File: src/rtl/utmi_tx_line_encoder.sv
// UTMI transmit line encoder: takes the serial NRZ stream from the serializer,
// inserts a stuff 0 after STUFF_LIMIT consecutive 1s, NRZI-encodes, drives the
// registered dp/dm pair and closes each packet with EOP_SE0_BITS of SE0 then J.
// Optional feature macro: UTMI_TX_STUFF_STAT_EN adds the stuff_count output.
module utmi_tx_line_encoder #(
  parameter int EOP_SE0_BITS = 2,
  parameter int STUFF_LIMIT  = 6
) (
  input  logic       clk,
  input  logic       rst,
  input  logic       bit_valid,
  input  logic       bit_data,
  input  logic       bit_last,
  output logic       bit_ready,
  output logic       tx_en,
  output logic       dp,
  output logic       dm,
  output logic       busy,
  output logic       underrun
`ifdef UTMI_TX_STUFF_STAT_EN
  ,
  output logic [7:0] stuff_count
`endif
);

  localparam logic [2:0] ONES_LIMIT = 3'(STUFF_LIMIT);
  localparam logic [2:0] EOP_INIT   = 3'(EOP_SE0_BITS);

  typedef enum logic [2:0] {
    S_IDLE,
    S_DATA,
    S_STUFF,
    S_EOP_SE0,
    S_EOP_J
  } state_t;

  state_t     state, state_nx;
  logic [2:0] ones_cnt, ones_nx, ones_acc;
  logic [2:0] eop_cnt, eop_nx;
  logic       pend_last, pend_nx;
  logic       level, level_nx, level_acc;  // NRZI data level, 1 = J
  logic       dp_nx, dm_nx, tx_en_nx, underrun_nx;
  logic       accept;

  // Handshake: only IDLE and DATA can take a bit, DATA stalls at the stuff limit.
  always_comb begin
    bit_ready = 1'b0;
    case (state)
      S_IDLE:  bit_ready = 1'b1;
      S_DATA:  bit_ready = (ones_cnt != ONES_LIMIT);
      default: bit_ready = 1'b0;
    endcase
  end

  assign accept = bit_valid && bit_ready;
  assign busy   = (state != S_IDLE);

  // Next-state and next-line-state logic for every state.
  always_comb begin
    // NOTE: every signal gets a default before the case so no path leaves it
    // unassigned; otherwise synthesis would infer a latch to hold the old value.
    state_nx    = state;
    ones_nx     = ones_cnt;
    eop_nx      = eop_cnt;
    pend_nx     = pend_last;
    level_nx    = level;
    dp_nx       = dp;
    dm_nx       = dm;
    tx_en_nx    = tx_en;
    underrun_nx = 1'b0;

    // A packet always starts from J with an empty run of ones.
    ones_acc  = bit_data ? (((state == S_IDLE) ? 3'd0 : ones_cnt) + 3'd1) : 3'd0;
    level_acc = ((state == S_IDLE) ? 1'b1 : level) ^ ~bit_data;

    case (state)
      S_IDLE, S_DATA: begin
        if (accept) begin
          ones_nx  = ones_acc;
          level_nx = level_acc;
          dp_nx    = level_acc;
          dm_nx    = ~level_acc;
          tx_en_nx = 1'b1;
          if (ones_acc == ONES_LIMIT) begin
            state_nx = S_STUFF;
            pend_nx  = bit_last;
          end else if (bit_last) begin
            state_nx = S_EOP_SE0;
            eop_nx   = EOP_INIT;
          end else begin
            state_nx = S_DATA;
          end
        end else if (state == S_IDLE) begin
          ones_nx  = 3'd0;
          level_nx = 1'b1;
          dp_nx    = 1'b1;
          dm_nx    = 1'b0;
          tx_en_nx = 1'b0;
        end else if (bit_ready) begin
          underrun_nx = 1'b1;
        end
      end
      S_STUFF: begin
        level_nx = ~level;
        dp_nx    = ~level;
        dm_nx    = level;
        ones_nx  = 3'd0;
        pend_nx  = 1'b0;
        if (pend_last) begin
          state_nx = S_EOP_SE0;
          eop_nx   = EOP_INIT;
        end else begin
          state_nx = S_DATA;
        end
      end
      S_EOP_SE0: begin
        dp_nx = 1'b0;
        dm_nx = 1'b0;
        if (eop_cnt <= 3'd1) state_nx = S_EOP_J;
        else                 eop_nx   = eop_cnt - 3'd1;
      end
      S_EOP_J: begin
        dp_nx    = 1'b1;
        dm_nx    = 1'b0;
        level_nx = 1'b1;
        tx_en_nx = 1'b0;
        state_nx = S_IDLE;
      end
      default: state_nx = S_IDLE;
    endcase
  end

  // State and registered line outputs; reset aborts any packet straight to J.
  always_ff @(posedge clk) begin
    // NOTE: sequential state uses non-blocking assignments so every register
    // samples the pre-edge values, independent of statement order.
    if (rst) begin
      state     <= S_IDLE;
      ones_cnt  <= 3'd0;
      eop_cnt   <= 3'd0;
      pend_last <= 1'b0;
      level     <= 1'b1;
      dp        <= 1'b1;
      dm        <= 1'b0;
      tx_en     <= 1'b0;
      underrun  <= 1'b0;
    end else begin
      state     <= state_nx;
      ones_cnt  <= ones_nx;
      eop_cnt   <= eop_nx;
      pend_last <= pend_nx;
      level     <= level_nx;
      dp        <= dp_nx;
      dm        <= dm_nx;
      tx_en     <= tx_en_nx;
      underrun  <= underrun_nx;
    end
  end

`ifdef UTMI_TX_STUFF_STAT_EN
  // Per-packet stuff-bit counter: cleared when a packet starts, saturates at 255.
  always_ff @(posedge clk) begin
    if (rst) begin
      stuff_count <= 8'd0;
    end else if (state == S_IDLE && accept) begin
      stuff_count <= 8'd0;
    end else if (state == S_STUFF && stuff_count != 8'hFF) begin
      stuff_count <= stuff_count + 8'd1;
    end
  end
`endif

endmodule

File: config.mk
export PLATFORM = sky130hd
export DESIGN_NAME = utmi_tx_line_encoder
export DESIGN_NICKNAME = d
export VERILOG_FILES = /design/src/rtl/utmi_tx_line_encoder.sv
export SDC_FILE = /design/constraint.sdc
export NUM_CORES = 1
export LEC_CHECK = 0
export ABC_AREA = 1
export BUFFER_PORTS_ARGS = -buffer_cell sky130_fd_sc_hd__buf_2
export CORE_MARGIN = 2
export CORE_UTILIZATION = 38
export CTS_BUF_LIST = sky130_fd_sc_hd__clkbuf_4 sky130_fd_sc_hd__clkbuf_8
export CTS_CLUSTER_SIZE = 10
export DETAILED_ROUTE_END_ITERATION = 8
export REMOVE_ABC_BUFFERS = 1
export SLEW_MARGIN = 20
export SYNTH_ARGS = -nofsm -noshare
export SYNTH_HDL_FRONTEND = slang
export SYNTH_SLANG_ARGS = --single-unit
File: constraint.sdc
create_clock -name clk -period 2 [get_ports clk]
set_input_delay 0.2 -clock clk [delete_from_list [all_inputs] [get_ports clk]]
set_output_delay 0.2 -clock clk [all_outputs]
set_load 0.01 [all_outputs]
After elaboration in Yosys (flattened, before gate mapping) --
Index checks and enable logic that the tools add are counted.
Storage, ports and cells: flip-flop bits (word level) 15, memory bits (writable) 0, latch bits 0, memories kept 0, memory bits (read-only) 0, output and inout port bits 6, input bits 5, logic and storage cells 81
Operators by class: shift-type cells 0, reduce and logical (&&, ||, !) cells 18, eq/ne operators 14, bitwise operators 5, order comparisons 1, multipliers 0, $add $sub $neg 2, muxes and demuxes 32, divide/modulo/power cells 0
Operators by type and width (count):
- two-way mux 3 bit | 10
- one-hot mux 3 bit (3 select lines) | 2
- != test 2 bit (second input constant) | 7
- nonzero test 3 bit | 4
- two-way mux 1 bit | 10
- AND reduction 2 bit | 4
- == test 3 x 2 -> 1 bit (second input constant) | 2
- == test 3 bit (second input constant) | 2
- two-way mux 2 bit | 3
- != test 3 bit (second input constant) | 2
- one-hot mux 1 bit (2 select lines) | 3
- one-hot mux 1 bit (3 select lines) | 2
- one-hot mux 3 bit (2 select lines) | 1
- AND reduction 6 bit | 1
- inverter 1 bit | 4
- one-hot mux 1 bit (4 select lines) | 1
- nonzero test 2 bit | 2
- nonzero test 4 bit | 1
- OR reduction 2 bit | 2
- OR reduction 4 bit | 1
- adder 3 x 1 -> 3 bit (second input constant) | 1
- == test 3 x 1 -> 1 bit (second input constant) | 1
- <= comparator 3 x 1 -> 1 bit (second input constant) | 1
- logical NOT 3 bit | 1
- other kinds (4) | 4

Longest topological paths before layout --
Gate-level depths: netlist of run 1.
depth in word-level cells 8, gate-level depth with buffers 13, mapped depth without buffers 13

Worst setup path after synthesis of run 1 --
Ideal clock, no wire load.
path type register to register, from register state[1], to register eop_cnt[1], arrival 1669 ps, clock period less this slack 1782 ps, buffers on the path 0, cell stages (with the launch flop) 13, setup time 113 ps, data required time 1887 ps, setup slack 218 ps, path through dfxtp_1 -> nor2_4 -> nand2_4 -> nand2_1 -> inv_1 -> ha_1 -> nand2_1 -> nor2_1 -> nand3_2 -> nand2_1 -> inv_2 -> nor2_1 -> nor2_1
Between the ends: cells in the longest elaborated chain, start to end 7, elaborated cells on any way between the ends 19, those cells by class 1 x add/sub; 9 x eq/ne; 4 x mux; 5 x reduce/logical
RTL lines:
- start, declared | line 37 | state_t state, state_nx;
- start signal, assigned | line 148 | state <= state_nx;
- logical NOT 3 bit | line 48, 73, 76
- two-way mux 3 bit
- adder 3 x 1 -> 3 bit | line 73 | ones_acc = bit_data ? (((state == S_IDLE) ? 3'd0 : ones_cnt) + 3'd1) : 3'd0;
- two-way mux 3 bit | line 73
- == test 3 bit | line 84 | if (ones_acc == ONES_LIMIT) begin
- != test 2 bit (no source line)
- AND reduction 6 bit (no source line)
- end signal, assigned | line 150 | eop_cnt <= eop_nx;
- end, declared | line 39 | logic [2:0] eop_cnt, eop_nx;
Several ways; a longest one is shown, not always the timed one. A chain may end at the register's enable or synchronous reset.

Final worst setup path of run 1 --
from register state[1], to register pend_last
Between the ends: cells in the longest elaborated chain, start to end 7, elaborated cells on any way between the ends 15, those cells by class 1 x add/sub; 5 x eq/ne; 4 x mux; 5 x reduce/logical
RTL lines:
- logical NOT 3 bit | line 48, 73, 76
- two-way mux 3 bit
- adder 3 x 1 -> 3 bit | line 73
- two-way mux 3 bit | line 73
- == test 3 bit | line 84
- != test 2 bit (no source line)
- AND reduction 3 bit (no source line)
- end signal, assigned | line 151 | pend_last <= pend_nx;
- end, declared | line 40 | logic pend_last, pend_nx;
Several ways; a longest one is shown, not always the timed one.

==> qor.yml, run 1 <==
fin_area_um2: 1040
pre_cts_slack_ns: 0.0948
slew-limit-headroom_pct: 75.5
post_drt_wl_per_cell_um: 11.3
h-tree-depth: 1
crit_start: "state[1]"
grt_overflow: 0
timing.final.crit_share_pct: 88.5
crit_chain: "nor2_4 -> nand2_4 -> nand2_1 -> inv_1 -> ha_1 -> nand2_1 -> nor2_1 -> nand3_2 -> nand2_1 -> nand3_1 -> nand2_1 -> nor2_1"
critPathMaxStageDelay_ns: 0.38
cts_buffers: 3
grt_max_degree: 11
drt_pre_antenna_iters: 4
hold_path.startpoint: "rst"
ys_async_sr_fraction_pct: 0
grt_pass1_wl_um: 3440
utilization_pct: 46.4
nets: 162
io-pin-count: 11
crit_path_frequent_cell: "nand2_1"
slew_violations: 0
grt_util_met1_pct: 19.3
p_per_area_nw_per_um2: 675
ir_worst_vdd_mv: 0.323
clock.fmax_mhz: 565
cts_tree: "done"
setup_ws_ns: 0.230
worstPathRequired_ns: 2.19
cts_sinks: 15
syn2layout_area_growth_pct: 14.5
vias_per_cell: 4.99
synthDistinctLibCells: 25
skew_ns: 0.00494
finalHoldViolCount: 0
worst-path-max-fanout: 6
antenna_left: 0
cap_violations: 0
die_w_um: 52.8
synthCells: 137
antenna_cells: 0
clk_path_buf_depth: 2
status: "finished, final reports clean"
cts_resized: 0
syn-cell-area_um2: 905
rows: 17
synthFlopType: "dfxtp_1"
synth_largest_area_cell: "dfxtp_1"
timing.rr.start: "state[1]"
dp.final_hpwl_um: 1590
placed_area_um2: 1000
ys_top_cells_by_count: "nand2_1 (34), inv_1 (20), nor2_1 (20)"
drt_iter0_markers: 16
cp.arrival_ns: 1.96
busiest_layer: "met2"
antenna_found_initial: 0
rrSetupSlack_ns: 0.23
hold_path_class: "in2reg"
cp-end-kind: "register"
ys_warn_count: 0
start_util_pct: 40.5
cts.reportedPaths.clkPinSlew_ns: 0.10
post_route_cells_drive_above_1_share_pct: 18.3
vias: 904
syn_area_per_cell_um2: 6.60
port_buffers: 10
grt_pass1_vias: 814
synth-seq-area-share_pct: 33.2
root_buffer: "clkbuf_4"
drcViolationCount: 0
timing.critical_path.from_type: "register"
grtUsageMet2_pct: 30.6
grt.met3_usage_pct: 5.14
yosysMostFrequentCell: "nand2_1"
core_area_um2: 2230
setup_viol: 0
yosys_register_bits: 15
gp_congestion: 0.797
hold-worst-slack_ns: 0.223
routed_wl_um: 2040
dieArea_um2: 2790
critPathKind: "reg2reg"
yosys-top-cells-area: "dfxtp_1 (33%), nand2_1 (14%), inv_1 (8.3%)"
tightest_slew_ns: 0.366
slowest_stage: "dfxtp_1"
leakage_nw: 0.515
ctsHoldBuffers: 0
synth_edf_count: 0
cp_top_family: "simple AND/OR/NAND/NOR gates"
rsz0062_at_grt: "no"
path_buf_inv: 1
grt.total_usage_pct: 17.3
top_regs: "eop_cnt x3, ones_cnt x3, state x3"
insertion_delay_ns: 0.29
die_h_um: 52.8
synth_top_area_share_pct: 33.2
finalSetupTns_ns: 0
period_needed_ns: 1.77
==> layout by cell type, fill, tap and decap left out <==
cell       netlist  routed
nand2_1         34      34
inv_1           20      20
nor2_1          20      20
dfxtp_1         15      15
nand3_1         10      10
buf_2            0      10
a21oi_1          9       9
o21ai_0          3       3
ha_1             3       3
clkbuf_4         0       3
buf_4            0       3
nor2_4           2       2
nand2_4          2       2
nor3_1           2       2
nor2_2           2       2
nand3_2          2       2
nand3b_1         2       2
nand2_2          1       1
inv_2            1       1
nand4_1          1       1
o211ai_1         1       1
o21a_1           1       1
xor2_1           1       1
o21ai_2          1       1
o2111ai_1        1       1
a22oi_1          1       1
a21boi_0         1       1
clkinv_2         0       1
==> area by class of cell <==
class / instances / area [um2]
Multi-Input combinational cell: 100 / 522
Timing Repair Buffer: 13 / 72.6
Fill cell: 245 / 1200
Clock buffer: 3 / 22.5
Clock inverter: 1 / 5.00
Tap cell: 28 / 35.0
Sequential cell: 15 / 300
Inverter: 21 / 78.8
==> what timing repair did <==
| action | in CTS | in global routing |
|---|---|---|
| setup buffers | 0 | 1 |
| endpoints found under the hold margin | 0 | 0 |
| setup endpoints to repair | 0 | 5 |
==> worst reg2reg max path, cell delays in order, from the launching register on <==
cell and delay [ns]:
dfxtp_1 0.38, nor2_4 0.14, nand2_4 0.05, nand2_1 0.07, inv_1 0.06, ha_1 0.27
nand2_1 0.07, nor2_1 0.17, nand3_2 0.16, nand2_1 0.12, nand3_1 0.07, nand2_1 0.07
nor2_1 0.04
==> logic make-up (layout without fill, tap and decap cells) <==
family	Yosys count	in the layout	share of synthesized area (%)
simple gates	78	78	40.7
buf+inv	22	38	9.13
compound gates	18	18	11.9
flops	15	15	33.2
fa+ha+maj	3	3	4.15
xor+xnor	1	1	0.968
==> per-layer routing <==
metal	vias to the layer above	part of all wire (%)
met1	415	44
met4	0	1.1
met2	19	51
met5	-	0
li1	466	-
met3	4	4.6
==> per-stage QoR <==
step / power, mW / instances
6_report: 0.699 / 181
3_5_place_dp: 0.524 / 176
3_3_place_gp: 0.522 / 176
4_1_cts: 0.709 / 180
2_1_floorplan: 0.472 / 136
5_1_grt: 0.752 / 181
==> final timing paths <==
path,cells after the start,to
hold / removal,2,ones_cnt[2]
setup reg to reg,12,pend_last
setup / recovery,12,pend_last
hold reg to reg,2,dm
==> power breakdown <==
group          internal (mW)  switching, mW  leakage, nW
combinational         0.0689          0.109        0.374
sequential             0.322         0.0189        0.123
clock                 0.0744          0.106       0.0177
No activity file was read; power rests on OpenSTA's default activity.
==> run 2, diff against run 1 <==
Settings changed: CORE_UTILIZATION 38 to 59, PLACE_DENSITY set to 0.81.
==> qor.yml, run 2 (synthesized netlist as in run 1, its figures left out) <==
port_buffers: 10
timing.rr.start: "state[2]"
worstPathRequired_ns: 2.19
die_h_um: 43.2
skew_ns: 0.0122
antenna_cells: 0
die_w_um: 43.2
worst-path-max-fanout: 6
grt.met3_usage_pct: 2.98
cts_buffers: 3
rows: 14
leakage_nw: 0.520
r2r-end: "pend_last"
cap_violations: 0
place_inst: 164
busiest_layer: "met2"
routed_wl_um: 2090
rrSetupSlack_ns: 0.16
grt_pass1_wl_um: 3530
layout_commonest_cell: "nand2_1"
post_drt_wl_per_cell_um: 12.3
antenna_left: 0
crit_start: "state[2]"
start_util_pct: 61.5
root_buffer: "clkbuf_4"
timing.critical_path.from_type: "register"
reg2regPathDepth: 12
grt.total_usage_pct: 25.4
cp-endpoint: "pend_last"
setup_viol: 0
utilization_pct: 70.1
grt_util_met1_pct: 34.4
slew_violations: 0
nFillCells: 142
grt_max_degree: 11
pre_cts_slack_ns: 0.0938
status: "finished, final reports clean"
cp.arrival_ns: 2.04
critPathKind: "reg2reg"
drt_iter0_markers: 27
cts_sinks: 15
final_cell_mix: "nand2_1 (34), inv_1 (20), nor2_1 (20)"
finalSetupTns_ns: 0
finalHoldViolCount: 0
p_per_area_nw_per_um2: 688
core_area_um2: 1470
cts_tree: "done"
ir_worst_vdd_mv: 0.489
slew-limit-headroom_pct: 78.0
period_needed_ns: 1.84
antenna_found_initial: 0
insertion_delay_ns: 0.30
setup_ws_ns: 0.157
vias: 915
final_cells: 170
h-tree-depth: 1
vias_per_cell: 5.38
cts.reportedPaths.clkPinSlew_ns: 0.10
cp-end-kind: "register"
dp.final_hpwl_um: 1570
gp_congestion: 0.873
dieArea_um2: 1860
grt_pass1_vias: 832
top_regs: "eop_cnt x3, ones_cnt x3, state x3"
clk_path_buf_depth: 2
post_route_cells_drive_above_1_share_pct: 20.1
syn2layout_area_growth_pct: 14.0
drt_pre_antenna_iters: 4
clock.fmax_mhz: 543
grtUsageMet2_pct: 39.1
grt_overflow: 0
timing.final.crit_share_pct: 92.1
hold_path_class: "in2reg"
nets: 163
tightest_slew_ns: 0.330
drcViolationCount: 0
io-pin-count: 11
==> run 2: where the power goes <==
group          internal [mW]  switching [mW]
Combinational         0.0708           0.110
Clock                 0.0746           0.112
Sequential             0.323          0.0200
Total                  0.468           0.241
==> run 2: layout make-up <==
class                   instances  area, um2  area share (%)
clock buffers                   3       22.5            2.18
clock inverters                 1       5.00           0.485
inverters                      21       78.8            7.65
multi-input cells             100        522            50.6
flip-flops and latches         15        303            29.4
well taps                      16       20.0            1.94
repair buffers                 14       80.1            7.77
==> run 2: through the flow <==
stage	power, mW	instance area (um2)	hold slack [ns]
detailed placement	0.523	986	0.460
CTS	0.701	1010	0.202
global route	0.754	1030	0.221
finish	0.710	1030	0.192
global placement	0.518	986	0.446
floorplan	0.472	901	0.269
==> run 2: worst min-delay path by stage <==
stage | from | to | slack [ns] | depth (start not counted)
global placement | dm | dm | 0.45 | 2
detailed placement | dm | dm | 0.46 | 2
finish | rst | state[0] | 0.19 | 2
global route | rst | state[0] | 0.22 | 2
floorplan | rst | dm | 0.27 | 1
CTS | rst | ones_cnt[2] | 0.20 | 2
==> run 2: repair_timing <==
| item | CTS | global route |
|---|---|---|
| buffers inserted | 0 | 2 |
| hold buffers | 0 | 0 |
| resized for setup | 0 | 2 |
| setup endpoints to repair | 0 | 6 |
==> run 2: per-layer routing <==
metal	vias to the layer above	share of wire [%]	routed length, um
met5	-	0	0
met4	0	3.3	69
met3	9	4.6	96
met2	22	47	972
met1	415	46	952
li1	469	-	-
==> run 2: worst max-delay path: stages (launching register included) <==
cell and delay (ns):
dfxtp_1 0.37, nor2_4 0.18, nand2_4 0.05, nand2_1 0.08, inv_1 0.07, ha_1 0.28, nand2_1 0.06, nor2_1 0.18
nand3_2 0.16, nand2_1 0.12, nand3_1 0.08, nand2_1 0.07, nor2_1 0.04
